$ cat src/rtl/muldiv_seq_ctrl.sv
// RV32M multi-cycle sequencer: radix-2 shift-add multiply, restoring divide.
// Latency XLEN+1 cycles (1 for div-by-zero/overflow); stalls EX until the single-cycle out_valid strobe.
module muldiv_seq_ctrl #(
  parameter int XLEN      = 32,
  parameter int CNT_WIDTH = 6
) (
  input  logic            clk,
  input  logic            rst_n,
  input  logic            in_valid,
  input  logic [2:0]      funct3,
  input  logic [XLEN-1:0] src_a,
  input  logic [XLEN-1:0] src_b,
  input  logic            flush,
  output logic            stall,
  output logic            busy,
  output logic            out_valid,
  output logic [XLEN-1:0] result
);

  localparam logic [1:0] S_IDLE = 2'd0;
  localparam logic [1:0] S_BUSY = 2'd1;
  localparam logic [1:0] S_DONE = 2'd2;

  localparam logic [XLEN-1:0] INT_MIN = {1'b1, {(XLEN-1){1'b0}}};

  logic [1:0]           state_q;
  logic [CNT_WIDTH-1:0] cnt_q;
  logic [2:0]           op_q;
  logic [XLEN-1:0]      hi_q;
  logic [XLEN-1:0]      lo_q;
  logic [XLEN-1:0]      opnd_q;
  logic [XLEN-1:0]      result_q;
  logic                 neg_q;
  logic                 rem_neg_q;

  logic            accept;
  logic            is_div;
  logic            a_signed;
  logic            b_signed;
  logic            a_neg;
  logic            b_neg;
  logic [XLEN-1:0] a_mag;
  logic [XLEN-1:0] b_mag;
  logic            div_zero;
  logic            div_ovf;
  logic            last_iter;

  assign accept    = (state_q == S_IDLE) && in_valid && !flush;
  assign is_div    = funct3[2];
  // mul (000) only needs the low half, which is sign-agnostic.
  assign a_signed  = is_div ? !funct3[0] : (funct3[1:0] == 2'b01 || funct3[1:0] == 2'b10);
  assign b_signed  = is_div ? !funct3[0] : (funct3[1:0] == 2'b01);
  assign a_neg     = a_signed && src_a[XLEN-1];
  assign b_neg     = b_signed && src_b[XLEN-1];
  assign a_mag     = a_neg ? -src_a : src_a;
  assign b_mag     = b_neg ? -src_b : src_b;
  assign div_zero  = is_div && (src_b == '0);
  assign div_ovf   = is_div && !funct3[0] && (src_a == INT_MIN) && (&src_b);
  assign last_iter = (cnt_q == CNT_WIDTH'(XLEN-1));

  // One iteration of each datapath; hi/lo double as accumulator or remainder/quotient.
  logic [XLEN:0]   mul_sum;
  logic [XLEN:0]   div_shift;
  logic [XLEN-1:0] div_diff;
  logic            div_ge;

  assign mul_sum   = {1'b0, hi_q} + (lo_q[0] ? {1'b0, opnd_q} : '0);
  assign div_shift = {hi_q, lo_q[XLEN-1]};
  assign div_ge    = (div_shift >= {1'b0, opnd_q});
  assign div_diff  = div_shift[XLEN-1:0] - opnd_q;

  logic [2*XLEN-1:0] prod_s;
  logic [XLEN-1:0]   quo_s;
  logic [XLEN-1:0]   rem_s;
  logic [XLEN-1:0]   final_val;

  assign prod_s = neg_q ? -{hi_q, lo_q} : {hi_q, lo_q};
  assign quo_s  = neg_q ? -lo_q : lo_q;
  assign rem_s  = rem_neg_q ? -hi_q : hi_q;

  always_comb begin
    final_val = '0;
    case (op_q)
      3'b000:                 final_val = prod_s[XLEN-1:0];
      3'b001, 3'b010, 3'b011: final_val = prod_s[2*XLEN-1:XLEN];
      3'b100, 3'b101:         final_val = quo_s;
      default:                final_val = rem_s;
    endcase
  end

  always_ff @(posedge clk or negedge rst_n) begin
    if (!rst_n) begin
      state_q   <= S_IDLE;
      cnt_q     <= '0;
      op_q      <= '0;
      hi_q      <= '0;
      lo_q      <= '0;
      opnd_q    <= '0;
      neg_q     <= 1'b0;
      rem_neg_q <= 1'b0;
      result_q  <= '0;
    end else begin
      case (state_q)
        S_IDLE: begin
          if (accept) begin
            op_q  <= funct3;
            cnt_q <= '0;
            if (div_zero) begin
              hi_q      <= src_a;
              lo_q      <= '1;
              neg_q     <= 1'b0;
              rem_neg_q <= 1'b0;
              state_q   <= S_DONE;
            end else if (div_ovf) begin
              hi_q      <= '0;
              lo_q      <= INT_MIN;
              neg_q     <= 1'b0;
              rem_neg_q <= 1'b0;
              state_q   <= S_DONE;
            end else if (is_div) begin
              hi_q      <= '0;
              lo_q      <= a_mag;
              opnd_q    <= b_mag;
              neg_q     <= a_neg ^ b_neg;
              rem_neg_q <= a_neg;
              state_q   <= S_BUSY;
            end else begin
              hi_q      <= '0;
              lo_q      <= b_mag;
              opnd_q    <= a_mag;
              neg_q     <= a_neg ^ b_neg;
              rem_neg_q <= 1'b0;
              state_q   <= S_BUSY;
            end
          end
        end
        S_BUSY: begin
          if (flush) begin
            state_q <= S_IDLE;
          end else begin
            cnt_q <= cnt_q + CNT_WIDTH'(1);
            if (op_q[2]) begin
              hi_q <= div_ge ? div_diff : div_shift[XLEN-1:0];
              lo_q <= {lo_q[XLEN-2:0], div_ge};
            end else begin
              hi_q <= mul_sum[XLEN:1];
              lo_q <= {mul_sum[0], lo_q[XLEN-1:1]};
            end
            if (last_iter) state_q <= S_DONE;
          end
        end
        S_DONE: begin
          if (!flush) result_q <= final_val;
          state_q <= S_IDLE;
        end
        default: state_q <= S_IDLE;
      endcase
    end
  end

  assign busy      = (state_q != S_IDLE);
  assign stall     = accept || (state_q == S_BUSY);
  assign out_valid = (state_q == S_DONE) && !flush;
  assign result    = (state_q == S_DONE) ? final_val : result_q;

endmodule

$ cat config.mk
export PLATFORM = sky130hd
export DESIGN_NAME = muldiv_seq_ctrl
export DESIGN_NICKNAME = d
export VERILOG_FILES = /design/src/rtl/muldiv_seq_ctrl.sv
export SDC_FILE = /design/constraint.sdc
export NUM_CORES = 1
export LEC_CHECK = 0
export ABC_AREA = 1
export CAP_MARGIN = 20
export CELL_PAD_IN_SITES_DETAIL_PLACEMENT = 0
export CELL_PAD_IN_SITES_GLOBAL_PLACEMENT = 2
export CORE_MARGIN = 2
export CORE_UTILIZATION = 32
export CTS_CLUSTER_SIZE = 24
export DETAILED_ROUTE_END_ITERATION = 10
export GPL_TIMING_DRIVEN = 0
export PLACE_DENSITY = 0.85
export SLEW_MARGIN = 20
export SYNTH_ARGS = -nofsm -noshare
export SYNTH_HDL_FRONTEND = slang
export SYNTH_SLANG_ARGS = --single-unit
$ cat constraint.sdc
create_clock -name clk -period 3.1 [get_ports clk]
set_clock_uncertainty 0.05 [all_clocks]
set_input_delay 0.93 -clock clk [delete_from_list [all_inputs] [get_ports clk]]
set_output_delay 0.93 -clock clk [all_outputs]
set_load 0.01 [all_outputs]
# Word level (Yosys, flattened, before mapping)
# Index checks and enable logic that the tools add are counted.
# word_totals
ff_bits	141
in_bits	71
out_inout_bits	35
elab_cells	100
# classes
n_addsub	8
magnitude_cmp	1
eq_ne	14
muxes	38
bitwise	4
reduce_logical	26
# op_table
cell	count
$mux 32	18
$neg 32->32	4
$pmux 32 s2	2
$pmux 32 s3	1
$mux 64	1
$neg 64->64	1
$add 32x32->33	1
$ge 33x32->1	1
$eq 32x32->1 const B	1
$logic_not 32->1	1
$reduce_and 32->1	1
$sub 32x32->32	1
$mux 6	2
$pmux 6 s2	1
$mux 2	5
$logic_and 1x1->1	9
$mux 1	7
$add 6x1->6 const B	1
$eq 3x2->1 const B	2
$eq 3x3->1 const B	2
$eq 6x5->1 const B	1
$reduce_and 2->1	3
$eq 2x1->1 const B	2
$eq 2x2->1 const B	2
other kinds (15)	21

# Longest topological paths before layout
# Gate-level depths: netlist (run 1).
# depth
ltp_word	10
ltp_mapped	20
ltp_nobuf	18

# Worst setup path after synthesis (run 1)
# OpenSTA, ideal clock, no wires.
# synth_timing
path_kind	register to output
startpoint	register lo_q[0]
endpoint	output result[26]
arrival_ps	1912
required_time_ps	2120
path_slack_ps	208
path_stages_with_launch	14
path_buffers	1
cell_sequence	dfrtp_1 > buf_6 > inv_2 > ha_1 > nand3_4 > nor2_4 > nand3_1 > nor2_1 > a21oi_1 > or2_0 > nand3_1 > nand3_1 > nand2_1 > nand2_1
# synth_via
elab_chain_cells	4
word_cells_on_any_way	6
classes_between	add/sub (2); mux (4)
# synth_lines
element	line	text
start, declared	30	logic [XLEN-1:0] lo_q;
start signal, assigned	122	lo_q <= a_mag;
start signal, assigned	129	lo_q <= b_mag;
start signal, assigned	144	lo_q <= {lo_q[XLEN-2:0], div_ge};
$neg 64->64 or $neg 32->32 (tied branches)	77, 78	
$mux 64 or $mux 32 (tied branches)	77, 78	
$pmux 32 s3 *	83	case (op_q)
$mux 32 *	164	assign result = (state_q == S_DONE) ? final_val : result_q;
end, declared	17	output logic [XLEN-1:0] result
# Every way passes the cells marked *; elsewhere a longest branch is shown, timed or not.

# Worst setup path in the final report (run 1)
# layout_timing
startpoint	register lo_q[24]
endpoint	output result[10]
# layout_via
elab_chain_cells	4
# layout_lines
element	line	text
$neg 64->64	77	assign prod_s = neg_q ? -{hi_q, lo_q} : {hi_q, lo_q};
$mux 64	77	
$pmux 32 s3	83	
$mux 32	164	
# No other way between the ends.

==> results of run 1 <==
logic make-up (layout without fill, tap and decap cells):
logic type / Yosys count / after routing / synth area share
AND/OR/NAND/NOR: 2223 / 2223 / 0.4922
buffers and inverters: 574 / 904 / 0.1176
AO/OA/AOI/OAI: 451 / 451 / 0.1293
flip-flops: 141 / 141 / 0.1819
adder cells (fa/ha/maj): 73 / 73 / 0.04786
XOR/XNOR: 68 / 68 / 0.03070
multiplexers: 1 / 1 / 0.0005160
flip-flops by register name, indices dropped and copies added, names as in the netlist:
name / cells
cnt_q: 6
state_q: 2
op_q: 3
hi_q: 32
neg_q: 1
opnd_q: 32
result_q: 32
lo_q: 32
rem_neg_q: 1
routing by layer:
metal,wire length [µm],part of all wire
met2,46400,0.44
met5,0,0
met1,47660,0.45
met3,8093,0.076
met4,3954,0.037
per-stage QoR:
step | setup TNS [ns] | setup WS (ns)
after floorplan | 0 | 0.2083
after global placement | -830.03 | -5.327
after detailed placement | -81.66 | -1.086
after CTS | -16.76 | -0.6769
after global routing | -19.69 | -0.7738
final | -16.86 | -0.6579
power groups by stage:
stage	Clock, W	Sequential, W	Combinational, W
finish	0.00233	0.00347	0.0144
global route	0.00240	0.00351	0.0155
CTS	0.00235	0.00341	0.0130
detailed placement	0	0.00355	0.0114
global placement	0	0.00355	0.0115
floorplan	0	0.00296	0.00743
synthesized netlist by cell type, drive strengths merged, types with 3 or more instances:
library cell	number	area [µm²]
inv	440	1652
o211ai	23	182.7
and2	3	18.77
buf	62	355.4
ha	71	888.4
o21ai	199	1033
clkinv	4	16.26
nand4	102	653.1
a21oi	190	958.4
a21boi	3	22.52
or2	13	81.33
nor3	46	245.2
nand3	403	2074
dfrtp	141	3528
o22ai	9	100.1
a22oi	4	30.03
nand3b	22	165.2
nand2	1222	4609
nor2	403	1623
clkbuf	68	257.8
nor4	6	52.55
a31oi	8	50.05
xor2	62	543.0
xnor2	6	52.55
o21bai	6	45.04
worst max-delay path, cell delays in order (launching register included):
cell and delay [ns]:
dfrtp_1 0.40, inv_2 0.10, buf_6 0.11, nand4_1 0.22, buf_4 0.22, nor2_2 0.18, nand2_2 0.14, nor3_4 0.20
xor2_1 0.16, nand2_1 0.06, o211ai_1 0.12, nand2_2 0.11, nand2_1 0.07, nand2_1 0.05, buf_2 0.13
final timing paths:
check | start | end | slack (ns)
setup / recovery | lo_q[24] | result[10] | -0.66
hold / removal | rst_n | result_q[22] | 0.26
setup reg to reg | lo_q[31] | hi_q[22] | 0.11
hold reg to reg | result_q[25] | result_q[25] | 0.43
max in group asynchronous | rst_n | hi_q[25] | 1.85
min in group clk | result_q[25] | result_q[25] | 0.43
timing repair:
action | CTS | global route
resized for setup | 509 | 305
pin swaps | 91 | 132
setup endpoints to repair | 92 | 103
cloned | 0 | 0
buffers inserted | 131 | 65
area by class of cell:
cell class	instances	area, µm²	area share
clock inverter	15	198.9	0.007796
tap	782	978.4	0.03834
sequential	141	3588	0.1406
multi-input combinational	2816	15340	0.6012
inverter	444	1719	0.06737
timing repair buffer	299	2544	0.09968
buffer	129	721.9	0.02829
clock buffer	17	425.4	0.01667
==> flow_summary.json, run 1 <==
{
  "use_met1": 0.4662,
  "cts_tree": "built",
  "place.gp.congestion": 1.003,
  "htreeDepth": 4,
  "start_util": 0.3226,
  "fmax_mhz": 266.1,
  "async_flop_share": 1.000,
  "worst_setup_path_end_kind": "primary output",
  "grt_pass1_wl_um": 153900,
  "busiest_layer": "met2",
  "ant_nets": 0,
  "required_ns": 2.12,
  "drive_gt1_frac": 0.2217,
  "leakagePower_nw": 12.54,
  "final_common_cell": "nand2_1",
  "synth_edf_count": 0,
  "p_int_w": 0.008567,
  "diodes": 0,
  "finalNetCount": 3992,
  "swShare": 0.5750,
  "dieArea_mm2": 0.06261,
  "antenna_found_initial": 2,
  "drc": 0,
  "finalCritPeriodShare": 1.212,
  "dr_total_vias": 25140,
  "final.setup.worst_slack_ns": -0.6579,
  "grt_usage": 0.3305,
  "worst_pin_slew_ns": 0.9397,
  "post-dp-hpwl_um": 85800,
  "p_per_area_mw_per_mm2": 789.9,
  "cts_hold_buf": 0,
  "clkPwrFrac": 0.115,
  "hp-class": "in -> async",
  "syn-cell-area_mm2": 0.01940,
  "yosys_warnings": 0,
  "port_buffers": 103,
  "cts.sinks": 141,
  "arrival_ns": 2.78,
  "syn_to_final_growth_pct": 31.54,
  "finalCriticalPeriod_ns": 3.758,
  "met2_usage": 0.5173,
  "rsz0062_at_grt": "true",
  "clock_latency_ns": 0.50,
  "ys_types": 58,
  "path_class": "reg -> out",
  "status": "finished, violations left",
  "nFillCells": 6760,
  "drv_slew": 0,
  "violations": "negative setup slack",
  "postSynthAreaPerCell_um2": 5.494,
  "synth-seq-area-share": 0.1819,
  "max-clock-path-buffers": 2,
  "synth_seq_cells": 141,
  "cts_made_buffers": 17,
  "row_count": 90,
  "syn-num-nets": 3675,
  "drtIter0Drc": 2572,
  "clockRootBuffer": "clkbuf_16",
  "die_w_um": 250.2,
  "seqPwrFrac": 0.172,
  "max_cap_violations": 0,
  "rr_worst_depth": 19,
  "stdcell_count": 4643,
  "start_kind": "flop",
  "vias_per_cell": 5.414,
  "clk_pin_slew_ns": 0.08,
  "whs_ns": 0.2611,
  "setup_viol": 33,
  "power_frac_comb": 0.712,
  "coreArea_mm2": 0.06013,
  "fin_area_mm2": 0.02552,
  "hold_viol": 0,
  "slew_headroom": 0.3735,
  "critPathMaxFanout": 3,
  "met3_usage": 0.03970,
  "final_cell_mix": "nand2_1 (1126), inv_1 (376), nand3_1 (326)",
  "synth_flop_cell": "dfrtp_1",
  "placed_area_mm2": 0.02144,
  "final_core_util": 0.4244,
  "grt_max_degree": 86,
  "syn_inst": 3531,
  "ios": 106,
  "dpl.cell_count": 4417,
  "grt_pass1_vias": 23290,
  "die_h_um": 250.2,
  "vdd_drop_max_mv": 0.4784,
  "p_switching_w": 0.01159,
  "power_w": 0.02016,
  "grt-ovfl-total": 0,
  "routed_wl_um": 106100,
  "detail_route.wl_per_cell_um": 22.85,
  "drt-pass1-iter-count": 5
}
Note: power is estimated with default switching activity, not from simulation.
==> inputs of run 2 (changes only) <==
--- a/config.mk
+++ b/config.mk
@@ -15,6 +15,7 @@
 export DETAILED_ROUTE_END_ITERATION = 10
 export GPL_TIMING_DRIVEN = 0
 export PLACE_DENSITY = 0.85
+export SETUP_SLACK_MARGIN = 0.4
 export SLEW_MARGIN = 20
 export SYNTH_ARGS = -nofsm -noshare
 export SYNTH_HDL_FRONTEND = slang
==> flow_summary.json, run 2 (same netlist as run 1, synthesis figures left out) <==
{
  "antenna_found_initial": 2,
  "drc": 0,
  "rr_worst_depth": 29,
  "cts.sinks": 141,
  "finalNetCount": 4106,
  "rsz0062_at_grt": "true",
  "cts_tree": "built",
  "cp_slowest_stage_delay_ns": 0.38,
  "violations": "negative setup slack",
  "grt-ovfl-total": 0,
  "stdcell_count": 4758,
  "start_util": 0.3226,
  "finalCritPeriodShare": 1.228,
  "worst_setup_path_end_kind": "primary output",
  "syn_to_final_growth_pct": 45.97,
  "clock_latency_ns": 0.50,
  "required_ns": 2.12,
  "ant_nets": 0,
  "met3_length_um": 8839,
  "grt_max_degree": 84,
  "timing.rr.end": "result_q[22]",
  "clockRootBuffer": "clkbuf_16",
  "critPathCapture": "result[0]",
  "grt_pass1_wl_um": 158500,
  "dr_total_vias": 26050,
  "cts_made_buffers": 17,
  "arrival_ns": 2.83,
  "cts_hold_buf": 0,
  "status": "finished, violations left",
  "finalCriticalPeriod_ns": 3.806,
  "max-clock-path-buffers": 2,
  "vias_per_cell": 5.475,
  "final.setup.worst_slack_ns": -0.7060,
  "drv_slew": 0,
  "startpoint": "lo_q[0]",
  "final_cell_mix": "nand2_1 (1040), inv_1 (352), nand3_1 (294)",
  "coreArea_mm2": 0.06013,
  "row_count": 90,
  "hp-class": "in -> async",
  "post-dp-hpwl_um": 85580,
  "port_buffers": 103,
  "die_h_um": 250.2,
  "met1Wirelength_um": 47150,
  "dieArea_mm2": 0.06261,
  "hold_viol": 0,
  "critPathMaxFanout": 4,
  "r2r-start": "lo_q[0]",
  "clk_pin_slew_ns": 0.08,
  "p_per_area_mw_per_mm2": 807.2,
  "routed_wl_um": 109600,
  "die_w_um": 250.2,
  "drtIter0Drc": 2490,
  "power_w": 0.02286,
  "slew_headroom": 0.3875,
  "grt_usage": 0.3412,
  "crit_path_top_delay_cell": "dfrtp_1",
  "crit_chain": "buf_6 -> inv_6 -> ha_4 -> nand3_4 -> nor2_4 -> buf_6 -> nand4_1 -> nor3_4 -> buf_6 -> a21oi_2 -> nand2_1 -> nand2_1 -> o21bai_2 -> nand2_1 -> nand2_1 -> buf_2",
  "final_common_cell": "nand2_1",
  "path_common_cell": "nand2_1",
  "max_cap_violations": 0,
  "path_class": "reg -> out",
  "setup_viol": 34,
  "drive_gt1_frac": 0.3220,
  "ios": 106,
  "place.gp.congestion": 0.9979,
  "detail_route.wl_per_cell_um": 23.04,
  "drt-pass1-iter-count": 7,
  "fmax_mhz": 262.7,
  "vdd_drop_max_mv": 0.5142,
  "dpl.cell_count": 4417,
  "wl_met2_um": 47810,
  "htreeDepth": 4,
  "worst_pin_slew_ns": 0.9187,
  "start_kind": "flop",
  "r2r_slack_ns": -0.66,
  "dr.max_layer_used": "met4",
  "leakagePower_nw": 13.63,
  "grt_pass1_vias": 24230,
  "whs_ns": 0.2881
}
==> run 2: final cells by class <==
cell class	count	area, µm²
Tap cell	782	978.4
Sequential cell	141	3601
Timing Repair Buffer	412	3491
Fill cell	6539	31820
Clock buffer	17	425.4
Buffer	130	820.8
Clock inverter	15	188.9
Antenna cell	1	2.502
Multi-Input combinational cell	2816	17090
Inverter	444	1724
==> run 2: per-stage QoR <==
stage               cell area, µm²    util  setup TNS (ns)  setup WS [ns]
finish                       28320  0.4709          -18.27        -0.7060
global route                 28320  0.4709          -22.15        -0.8375
CTS                          26350  0.4382          -17.40        -0.6893
detailed placement           21470  0.3571          -83.36         -1.091
global placement             21440  0.3565         -829.20         -5.874
floorplan                    19430       -               0         0.3134
==> run 2: timing repair <==
| action | 4_1_cts | 5_1_grt |
|---|---|---|
| gates resized for setup | 944 | 406 |
| cloned | 3 | 1 |
| pin swaps | 169 | 180 |
| setup buffers | 233 | 71 |
| endpoints found under the setup margin | 137 | 141 |
==> run 2: power by group <==
group / internal, W / switching, W
Combinational: 0.00644 / 0.0107
Clock: 0.00109 / 0.00114
Sequential: 0.00250 / 0.000959
==> run 2: worst min path at each step <==
stage                       startpoint            to  slack, ns
after detailed placement  result_q[28]  result_q[28]       0.42
after CTS                        rst_n  result_q[12]       0.30
after floorplan                lo_q[1]       lo_q[1]       0.40
final                            rst_n  result_q[11]       0.29
after global routing             rst_n  result_q[11]       0.33
after global placement    result_q[12]  result_q[12]       0.41
==> run 2: worst max-delay path, delay by kind of cell, from the launching register on <==
family	cells	cell delay (ns)
simple gates	8	0.95
buf+inv	5	0.57
flops	1	0.38
compound gates	2	0.26
fa+ha+maj	1	0.16
==> run 2: routing by layer <==
metal,global-route usage,up-vias
met5,0,-
met1,0.4650,12310
met2,0.5298,1227
met3,0.05310,214
met4,0.1545,0
li1,-,12300
